## src/rtl/lbp_window_fetch_if.sv

```systemverilog
// Handshake and memory-port bundle for the LBP 3x3 window fetcher.
// master = fetcher side, slave = environment (memory + downstream consumer).
interface lbp_window_fetch_if #(
    parameter int COL_BITS = 7,
    parameter int ROW_BITS = 7,
    parameter int DATA_W   = 8
);
    localparam int AW = COL_BITS + ROW_BITS;

    logic                start_i;
    logic                gray_req_o;
    logic [AW-1:0]       gray_addr_o;
    logic [DATA_W-1:0]   gray_data_i;
    logic                win_valid_o;
    logic                win_ready_i;
    logic [DATA_W-1:0]   center_o;
    logic [8*DATA_W-1:0] nbr_o;
    logic [AW-1:0]       pix_addr_o;
    logic                border_o;
    logic                done_o;

    modport master (
        input  start_i, gray_data_i, win_ready_i,
        output gray_req_o, gray_addr_o, win_valid_o, center_o, nbr_o,
               pix_addr_o, border_o, done_o
    );

    modport slave (
        output start_i, gray_data_i, win_ready_i,
        input  gray_req_o, gray_addr_o, win_valid_o, center_o, nbr_o,
               pix_addr_o, border_o, done_o
    );
endinterface

```

## src/rtl/lbp_window_fetch.sv

```systemverilog
// Raster-scans the image, reads each interior pixel's 3x3 (or plus-shaped) neighbourhood and
// presents it as a window; CHECK->OUT takes 11/7/1 cycles, and OUT holds until win_ready_i.
module lbp_window_fetch #(
    parameter int COL_BITS = 7,
    parameter int ROW_BITS = 7,
    parameter int DATA_W   = 8,
    parameter int MODE     = 0
) (
    input  logic               clk,
    input  logic               rst_n,
    lbp_window_fetch_if.master bus
);
    localparam int              AW     = COL_BITS + ROW_BITS;
    localparam logic [3:0]      LAST_K = (MODE == 1) ? 4'd4 : 4'd8;
    localparam logic [AW-1:0]   ZERO   = '0;
    localparam logic [AW-1:0]   ONE    = AW'(1);
    localparam logic [AW-1:0]   W_OFF  = ONE << COL_BITS;

    typedef enum logic [2:0] {
        S_IDLE, S_CHECK, S_FETCH, S_WAIT, S_OUT, S_DONE
    } state_t;

    state_t              state_q, state_d;
    logic [AW-1:0]       pix_q;
    logic [3:0]          k_q;
    logic [DATA_W-1:0]   win_q [9];
    logic                cap_vld_q;
    logic [3:0]          cap_slot_q;
    logic [3:0]          slot;
    logic [COL_BITS-1:0] col;
    logic [ROW_BITS-1:0] row;
    logic                is_border;
    logic                is_last;

    // Window slot 0 is the centre, slot n+1 holds neighbour n.
    function automatic logic [3:0] slot_of(input logic [3:0] kk);
        logic [3:0] s;
        s = kk;
        if (MODE == 1) begin
            case (kk)
                4'd1:    s = 4'd2;
                4'd2:    s = 4'd4;
                4'd3:    s = 4'd5;
                4'd4:    s = 4'd7;
                default: s = 4'd0;
            endcase
        end
        return s;
    endfunction

    function automatic logic [AW-1:0] offset_of(input logic [3:0] sl);
        logic [AW-1:0] o;
        case (sl)
            4'd1:    o = ZERO - W_OFF - ONE;
            4'd2:    o = ZERO - W_OFF;
            4'd3:    o = ZERO - W_OFF + ONE;
            4'd4:    o = ZERO - ONE;
            4'd5:    o = ONE;
            4'd6:    o = W_OFF - ONE;
            4'd7:    o = W_OFF;
            4'd8:    o = W_OFF + ONE;
            default: o = ZERO;
        endcase
        return o;
    endfunction

    assign col       = pix_q[COL_BITS-1:0];
    assign row       = pix_q[AW-1:COL_BITS];
    assign is_border = (row == '0) || (row == '1) || (col == '0) || (col == '1);
    assign is_last   = (pix_q == '1);
    assign slot      = slot_of(k_q);

    always_ff @(posedge clk or negedge rst_n) begin
        if (!rst_n) state_q <= S_IDLE;
        else        state_q <= state_d;
    end

    always_comb begin
        state_d         = state_q;
        bus.gray_req_o  = 1'b0;
        bus.gray_addr_o = '0;
        bus.win_valid_o = 1'b0;
        bus.border_o    = 1'b0;
        bus.done_o      = 1'b0;
        case (state_q)
            S_IDLE:  if (bus.start_i) state_d = S_CHECK;
            S_CHECK: state_d = is_border ? S_OUT : S_FETCH;
            S_FETCH: begin
                bus.gray_req_o  = 1'b1;
                bus.gray_addr_o = pix_q + offset_of(slot);
                if (k_q == LAST_K) state_d = S_WAIT;
            end
            S_WAIT:  state_d = S_OUT;
            S_OUT: begin
                bus.win_valid_o = 1'b1;
                bus.border_o    = is_border;
                if (bus.win_ready_i) state_d = is_last ? S_DONE : S_CHECK;
            end
            S_DONE: begin
                bus.done_o = 1'b1;
                state_d    = S_IDLE;
            end
            default: state_d = S_IDLE;
        endcase
    end

    // Read data arrives one cycle after its request, so the slot travels with a delayed strobe.
    always_ff @(posedge clk or negedge rst_n) begin
        if (!rst_n) begin
            pix_q      <= '0;
            k_q        <= '0;
            cap_vld_q  <= 1'b0;
            cap_slot_q <= '0;
            for (int i = 0; i < 9; i++) win_q[i] <= '0;
        end else begin
            cap_vld_q  <= (state_q == S_FETCH);
            cap_slot_q <= slot;
            if (cap_vld_q) win_q[cap_slot_q] <= bus.gray_data_i;
            case (state_q)
                S_IDLE: begin
                    if (bus.start_i) begin
                        pix_q <= '0;
                        for (int i = 0; i < 9; i++) win_q[i] <= '0;
                    end
                end
                S_CHECK: begin
                    k_q <= '0;
                    for (int i = 0; i < 9; i++) win_q[i] <= '0;
                end
                S_FETCH: k_q <= k_q + 4'd1;
                S_OUT:   if (bus.win_ready_i && !is_last) pix_q <= pix_q + ONE;
                default: ;
            endcase
        end
    end

    assign bus.center_o   = win_q[0];
    assign bus.pix_addr_o = pix_q;

    for (genvar n = 0; n < 8; n++) begin : g_nbr
        assign bus.nbr_o[n*DATA_W +: DATA_W] = win_q[n+1];
    end
endmodule

```

## src/flat_wrapper.sv

```systemverilog
// flat-port wrapper written by rule: the top's interface ports become plain ports
module lbp_window_fetch_flat 
#(
    parameter int COL_BITS = 7,
    parameter int ROW_BITS = 7,
    parameter int DATA_W   = 8,
    parameter int MODE     = 0
)
  (clk, rst_n, bus_start_i, bus_gray_data_i, bus_win_ready_i, bus_gray_req_o, bus_gray_addr_o, bus_win_valid_o, bus_center_o, bus_nbr_o, bus_pix_addr_o, bus_border_o, bus_done_o);
  lbp_window_fetch_if #(.COL_BITS(COL_BITS), .ROW_BITS(ROW_BITS), .DATA_W(DATA_W)) bus_i ();
  input  logic clk;
  input  logic rst_n;
  input wire logic [$bits(bus_i.start_i)-1:0] bus_start_i;
  input wire logic [$bits(bus_i.gray_data_i)-1:0] bus_gray_data_i;
  input wire logic [$bits(bus_i.win_ready_i)-1:0] bus_win_ready_i;
  output wire logic [$bits(bus_i.gray_req_o)-1:0] bus_gray_req_o;
  output wire logic [$bits(bus_i.gray_addr_o)-1:0] bus_gray_addr_o;
  output wire logic [$bits(bus_i.win_valid_o)-1:0] bus_win_valid_o;
  output wire logic [$bits(bus_i.center_o)-1:0] bus_center_o;
  output wire logic [$bits(bus_i.nbr_o)-1:0] bus_nbr_o;
  output wire logic [$bits(bus_i.pix_addr_o)-1:0] bus_pix_addr_o;
  output wire logic [$bits(bus_i.border_o)-1:0] bus_border_o;
  output wire logic [$bits(bus_i.done_o)-1:0] bus_done_o;
  assign bus_i.start_i = bus_start_i;
  assign bus_i.gray_data_i = bus_gray_data_i;
  assign bus_i.win_ready_i = bus_win_ready_i;
  assign bus_gray_req_o = bus_i.gray_req_o;
  assign bus_gray_addr_o = bus_i.gray_addr_o;
  assign bus_win_valid_o = bus_i.win_valid_o;
  assign bus_center_o = bus_i.center_o;
  assign bus_nbr_o = bus_i.nbr_o;
  assign bus_pix_addr_o = bus_i.pix_addr_o;
  assign bus_border_o = bus_i.border_o;
  assign bus_done_o = bus_i.done_o;
  lbp_window_fetch #(.COL_BITS(COL_BITS), .ROW_BITS(ROW_BITS), .DATA_W(DATA_W), .MODE(MODE)) u_core (.clk(clk), .rst_n(rst_n), .bus(bus_i));
endmodule
```

## config.mk

```make
export PLATFORM = sky130hd
export DESIGN_NAME = lbp_window_fetch_flat
export DESIGN_NICKNAME = d
export VERILOG_FILES = /design/src/rtl/lbp_window_fetch_if.sv /design/src/rtl/lbp_window_fetch.sv /design/src/flat_wrapper.sv
export SDC_FILE = /design/constraint.sdc
export NUM_CORES = 1
export LEC_CHECK = 0
export CAP_MARGIN = 0
export CORE_UTILIZATION = 30
export DETAILED_ROUTE_END_ITERATION = 10
export GPL_TIMING_DRIVEN = 0
export PLACE_DENSITY = 0.58
export SLEW_MARGIN = 20
export SYNTH_ARGS = -nofsm -noshare
export SYNTH_HDL_FRONTEND = slang
export SYNTH_SLANG_ARGS = --single-unit
```

## constraint.sdc

```tcl
create_clock -name clk -period 3.1 [get_ports clk]
set_input_delay 0.62 -clock clk [delete_from_list [all_inputs] [get_ports clk]]
set_output_delay 0.62 -clock clk [all_outputs]
set_load 0.005 [all_outputs]
```

==> impl_metrics.toml, run 1 <==
[layout]
fin_area_sq_mm = 0.00763
final_common_cell = "nor2_1"
fin_cells = 915
multi_input_area_sq_mm = 0.00312
n_fill_cell = 1670
regArea_sq_mm = 0.00246
layout_common_cells = "nor2_1 (98), dfrtp_1 (95), clkdlybuf4s50_1 (93), mux2i_1 (79), nand2_1 (30)"
drive_above_1_share = 0.213
num_antenna_cells = 0
fin_util = 0.437
areaGrowthSynthToFinish_pct = 40.7
finalNetCount = 718

[critical_path]
r2r_setup_slack_ps = 910
crit_end = "bus_gray_addr_o[12]"
worstSetupStartpoint = "u_core.k_q[0]$_DFFE_PN0P_"
r2r_start = "u_core.bus.pix_addr_o[0]$_DFFE_PN0P_"
rr_endpoint = "u_core.bus.pix_addr_o[6]$_DFFE_PN0P_"
reg2reg_depth = 8
end_kind = "output pin"
worst-path-max-fanout = 6
crit_required_ps = 2480
start_kind = "flop"
crit_type = "reg -> out"
cp.arrival_ps = 3070

[yosys]
ys_types = 65
yosys_warnings = 0
synthArstFlopShare = 1.00
synth-main-ff-cell = "dfrtp_1"
synth_seq_cells = 98
synth_cells = 542
avgSynthCellArea_sq_um = 10.0
synth_nets = 575
seq_area_frac_synth = 0.452
netlist_area_sq_mm = 0.00543
synth_edf_count = 0

[detailed_routing]
ant_nets = 0
drtPass1Iterations = 5
num_vias = 4632
finalWirelength_microns = 16000
wl_per_cell_microns = 17.5
via_per_inst = 5.06
post-route-drc-count = 0
drt_iter0_drc = 204

[sta]
maxSlewViolCount = 0
finalHoldViolations = 0
fin_crit_sh = 1.19
worstMarginPinSlew_ps = 1000
fmax_ghz = 0.271
slew-limit-headroom = 0.327
fin_hold_ws_ps = 140
grt_setup_unrepaired = "yes"
layout_min_cycle_time_ps = 3690
clock_skew_ps = 12.7
finalWorstSetupSlack_ps = -587
setup-violations-final = 11

[placement]
finalWeightedCongestion = 0.844
placed_cells = 875
place_area_sq_mm = 0.00687
io_buffers = 107
dp_hpwl_microns = 11100

[die]
initial_core_util = 0.310
ios = 116
num_rows = 48
die-area_sq_mm = 0.0186
die_y_microns = 136
core_sq_mm = 0.0175
die_w_microns = 136

[pwr]
irDropWorstVdd_mv = 0.359
power_leakage_uw = 0.00320
powerDensity_mw_per_mm2 = 613

[grt]
overflow = 0
grt_use_total = 0.177
antenna_found_initial = 0
grt_pass1_wl_microns = 25200
grt_pass1_vias = 4549
grt_max_degree = 70

[clock_network]
clk_latency_ps = 350
htreeDepth = 3
cts_tree = "built"
clock_sinks = 98
cts_buffer_depth = 2
cts_buffers = 9
clk_pin_slew_ps = 70
cts-root-buf = "clkbuf_16"

[worst_hold_path]
hp-class = "in -> async"

[flow_run]
drv_cap = 0

[status]
violations = "negative setup slack"
outcome = "complete, but fails checks"
-- what timing repair did --
| item | CTS | global route |
|---|---|---|
| setup endpoints to repair | 14 | 15 |
| pin swaps | 22 | 11 |
| resized for setup | 89 | 26 |
| buffers inserted | 18 | 9 |
| hold buffers | 0 | 0 |
-- synthesized netlist by cell type (3+ instances only) --
master    count  share of area
buf_2         5         0.0046
nand4_1       6         0.0069
inv_1        15          0.010
nand3_1      10         0.0092
nand2_1      32          0.022
a31oi_2       3         0.0069
dfrtp_1      98           0.45
a31oi_4       4          0.016
and2_1        3         0.0035
nor4_1        3         0.0035
nor2b_1       4         0.0046
a31oi_1       4         0.0046
o21ai_0      22          0.020
nand2b_1      4         0.0046
nor3b_1       3         0.0042
nor2_1       98          0.068
a21oi_1      21          0.019
nor3_1       17          0.016
a211oi_1      4         0.0055
ha_1         20          0.046
o21a_1        4         0.0055
mux2i_1      79           0.15
a21o_1        5         0.0069
clkbuf_1     24          0.017
-- logic make-up (layout without fill, tap and decap cells) --
logic type | count (synthesis) | after routing | synth area share
AO/OA/AOI/OAI | 90 | 90 | 0.122
XOR/XNOR | 1 | 1 | 0.00161
buffers and inverters | 49 | 197 | 0.0404
adder cells (fa/ha/maj) | 21 | 21 | 0.0498
multiplexers | 81 | 81 | 0.150
flip-flops | 98 | 98 | 0.452
AND/OR/NAND/NOR | 202 | 202 | 0.184
-- through the flow --
stage          power [uW]  setup TNS, ps  setup slack, ps
4_1_cts              4500          -3690             -615
3_5_place_dp         3110          -6150             -851
2_1_floorplan        2570          -23.6            -23.6
6_report             4680          -3420             -587
5_1_grt              4990          -4990             -709
3_3_place_gp         3070        -224350            -2600
-- how the worst min path moves through the flow --
| stage | from | endpoint | slack, ps | cells after the start |
|---|---|---|---|---|
| after floorplan | rst_n | u_core.bus.center_o[0]$_DFF_PN0_ | 320 | 0 |
| after global placement | u_core.k_q[2]$_DFFE_PN0P_ | u_core.cap_slot_q[2]$_DFF_PN0_ | 360 | 0 |
| after detailed placement | u_core.k_q[2]$_DFFE_PN0P_ | u_core.cap_slot_q[2]$_DFF_PN0_ | 360 | 0 |
| after CTS | rst_n | u_core.bus.nbr_o[17]$_DFF_PN0_ | 140 | 1 |
| after global routing | rst_n | u_core.bus.nbr_o[24]$_DFF_PN0_ | 140 | 1 |
| final | rst_n | u_core.bus.nbr_o[17]$_DFF_PN0_ | 140 | 1 |
-- state kept, by name, summed over array words and instances, names as in the netlist --
| register | cells |
|---|---|
| u_core.bus.center_o | 8 |
| u_core.bus.nbr_o | 64 |
| u_core.bus.pix_addr_o | 14 |
| u_core.cap_slot_q | 4 |
| u_core.cap_vld_q | 1 |
| u_core.k_q | 4 |
| u_core.state_q | 3 |
-- cell type report --
cell class,instances,area share
Clock inverter,6,0.00738
Multi-Input combinational cell,395,0.409
Buffer,30,0.0200
Timing Repair Buffer,135,0.164
Inverter,16,0.00918
Sequential cell,98,0.322
Tap cell,225,0.0369
Clock buffer,10,0.0313
-- routing by layer --
layer | vias to the layer above | wire length, microns | global-route usage
li1 | 2190 | - | -
met5 | - | 0 | 0
met3 | 10 | 851 | 0.0347
met1 | 2273 | 7360 | 0.237
met4 | 0 | 187 | 0.0463
met2 | 159 | 7580 | 0.291
-- where the power goes --
part           leakage, uW  switching [uW]  total (uW)  internal, uW
Combinational      0.00170            1190        2080           882
Clock             0.000144             534        1120           586
Sequential         0.00136             128        1480          1350
-- worst max-delay path, cell delays in order, from the launching register on --
cell	delay, ps
dfrtp_2	470
inv_2	100
ha_4	200
mux2_4	280
o21ai_4	190
ha_4	230
a21o_1	180
or4_4	520
and3_4	210
o311ai_4	190
buf_2	150
Note: power is estimated with default switching activity, not from simulation.
==> run 2, diff against run 1 <==
RECOVER_POWER = 50   (was not set)
==> impl_metrics.toml, run 2 (synthesis gave the netlist of run 1 again) <==
[sta]
grt_setup_unrepaired = "yes"
fmax_ghz = 0.271
setup_tns_ps = -3410
finalWorstSetupSlack_ps = -587
finalHoldViolations = 0
fin_hold_ws_ps = 392
clock_skew_ps = 12.7
setup-violations-final = 11
worstMarginPinSlew_ps = 1700
slew-limit-headroom = -0.135
layout_min_cycle_time_ps = 3690
fin_crit_sh = 1.19
maxSlewViolCount = 30

[detailed_routing]
post-route-drc-count = 0
ant_nets = 0
wl_per_cell_microns = 17.5
drtPass1Iterations = 4
num_vias = 4634
drt_iter0_drc = 203
via_per_inst = 5.06
finalWirelength_microns = 16000

[grt]
grt_pass1_wl_microns = 25200
overflow = 0
grt_pass1_vias = 4549
antenna_found_initial = 0
grt_use_total = 0.177
grt_max_degree = 70

[layout]
fin_area_sq_mm = 0.00762
multi_input_area_sq_mm = 0.00312
areaGrowthSynthToFinish_pct = 40.5
num_antenna_cells = 0
layout_common_cells = "nor2_1 (98), dfrtp_1 (95), clkdlybuf4s50_1 (93), mux2i_1 (79), nand2_1 (30)"
finalNetCount = 718
drive_above_1_share = 0.212
largest_reg_flops = 64
n_fill_cell = 1670
regArea_sq_mm = 0.00246
final_common_cell = "nor2_1"

[pwr]
sw_frac_of_total = 0.397
pwr-share-seq = 0.317
p_comb_frac = 0.444
power_leakage_uw = 0.00320
powerDensity_mw_per_mm2 = 614
irDropWorstVdd_mv = 0.359
p_sw_uw = 1860
internal-power_uw = 2820
p_clk_frac = 0.239

[clock_network]
cts-root-buf = "clkbuf_16"
cts_buffer_depth = 2
htreeDepth = 3
cts_tree = "built"
cts_buffers = 9
clk_pin_slew_ps = 80
hold_buffers = 0
clock_sinks = 98
clk_latency_ps = 350

[placement]
place_area_sq_mm = 0.00687
dp_slack_ps = -851
io_buffers = 107
dp_hpwl_microns = 11100
finalWeightedCongestion = 0.844

[status]
violations = "max-capacitance violations, max-slew violations, negative setup slack"
outcome = "complete, but fails checks"

[critical_path]
cp.arrival_ps = 3070
start_kind = "flop"
worst-path-max-fanout = 6
end_kind = "output pin"
crit_type = "reg -> out"
crit_required_ps = 2480

[die]
initial_core_util = 0.310
ios = 116
num_rows = 48
core_sq_mm = 0.0175
die_w_microns = 136
die-area_sq_mm = 0.0186
die_y_microns = 136

[flow_run]
drv_cap = 1

[worst_hold_path]
hp-class = "reg -> reg"
[run 2: changes by cell type in the layout (fill, tap and decap cells not counted), sizes merged]
cell	delta
buf	-1
clkbuf	+1
[run 2: cell type report]
class / count / share of cell area
Timing Repair Buffer: 135 / 0.163
Tap cell: 225 / 0.0369
Sequential cell: 98 / 0.322
Buffer: 30 / 0.0200
Inverter: 16 / 0.00919
Clock buffer: 10 / 0.0313
Clock inverter: 6 / 0.00738
Multi-Input combinational cell: 395 / 0.410
[run 2: worst max-delay path, cell delays in order, from the launching register on]
cell	delay, ps
dfrtp_2	470
inv_2	100
ha_4	200
mux2_4	280
o21ai_4	190
ha_4	230
a21o_1	180
or4_4	520
and3_4	210
o311ai_4	190
buf_2	150
[run 2: stage by stage]
step | utilization | power, uW | instances
after global routing | 0.436 | 4990 | 915
final | 0.436 | 4680 | 915
after floorplan | - | 2570 | 542
after global placement | 0.391 | 3070 | 874
after CTS | 0.426 | 4500 | 906
after detailed placement | 0.393 | 3110 | 875
[run 2: metal layers]
metal,vias to the layer above,wire length (microns),track usage
li1,2190,-,-
met1,2279,7400,0.237
met2,155,7580,0.291
met3,10,816,0.0347
met4,0,187,0.0463
met5,-,0,0
[run 2: final timing paths]
path | startpoint | end | slack, ps | depth (start not counted)
max in group asynchronous | rst_n | u_core.k_q[0]$_DFFE_PN0P_ | 1280 | 2
setup / recovery | u_core.k_q[0]$_DFFE_PN0P_ | bus_gray_addr_o[12] | -590 | 10
hold / removal | u_core.k_q[2]$_DFFE_PN0P_ | u_core.cap_slot_q[2]$_DFF_PN0_ | 390 | 0
setup reg to reg | u_core.bus.pix_addr_o[0]$_DFFE_PN0P_ | u_core.bus.pix_addr_o[6]$_DFFE_PN0P_ | 910 | 8
hold reg to reg | u_core.k_q[2]$_DFFE_PN0P_ | u_core.cap_slot_q[2]$_DFF_PN0_ | 390 | 0
min in group asynchronous | rst_n | u_core.bus.nbr_o[17]$_DFF_PN0_ | 710 | 1
[run 2: power by group through the flow]
stage                     registers, uW  clock network (uW)  logic (uW)
after global routing               1500                1220        2280
after floorplan                    1460                   0        1110
after CTS                          1470                1150        1880
after detailed placement           1490                   0        1610
after global placement             1490                   0        1580
final                              1480                1120        2080
[run 2: timing repair]
| item | CTS | global route |
|---|---|---|
| pin swaps | 22 | 11 |
| endpoints found under the setup margin | 14 | 15 |
| resized for setup | 89 | 26 |
| buffers inserted | 18 | 9 |
| gates cloned | 0 | 0 |
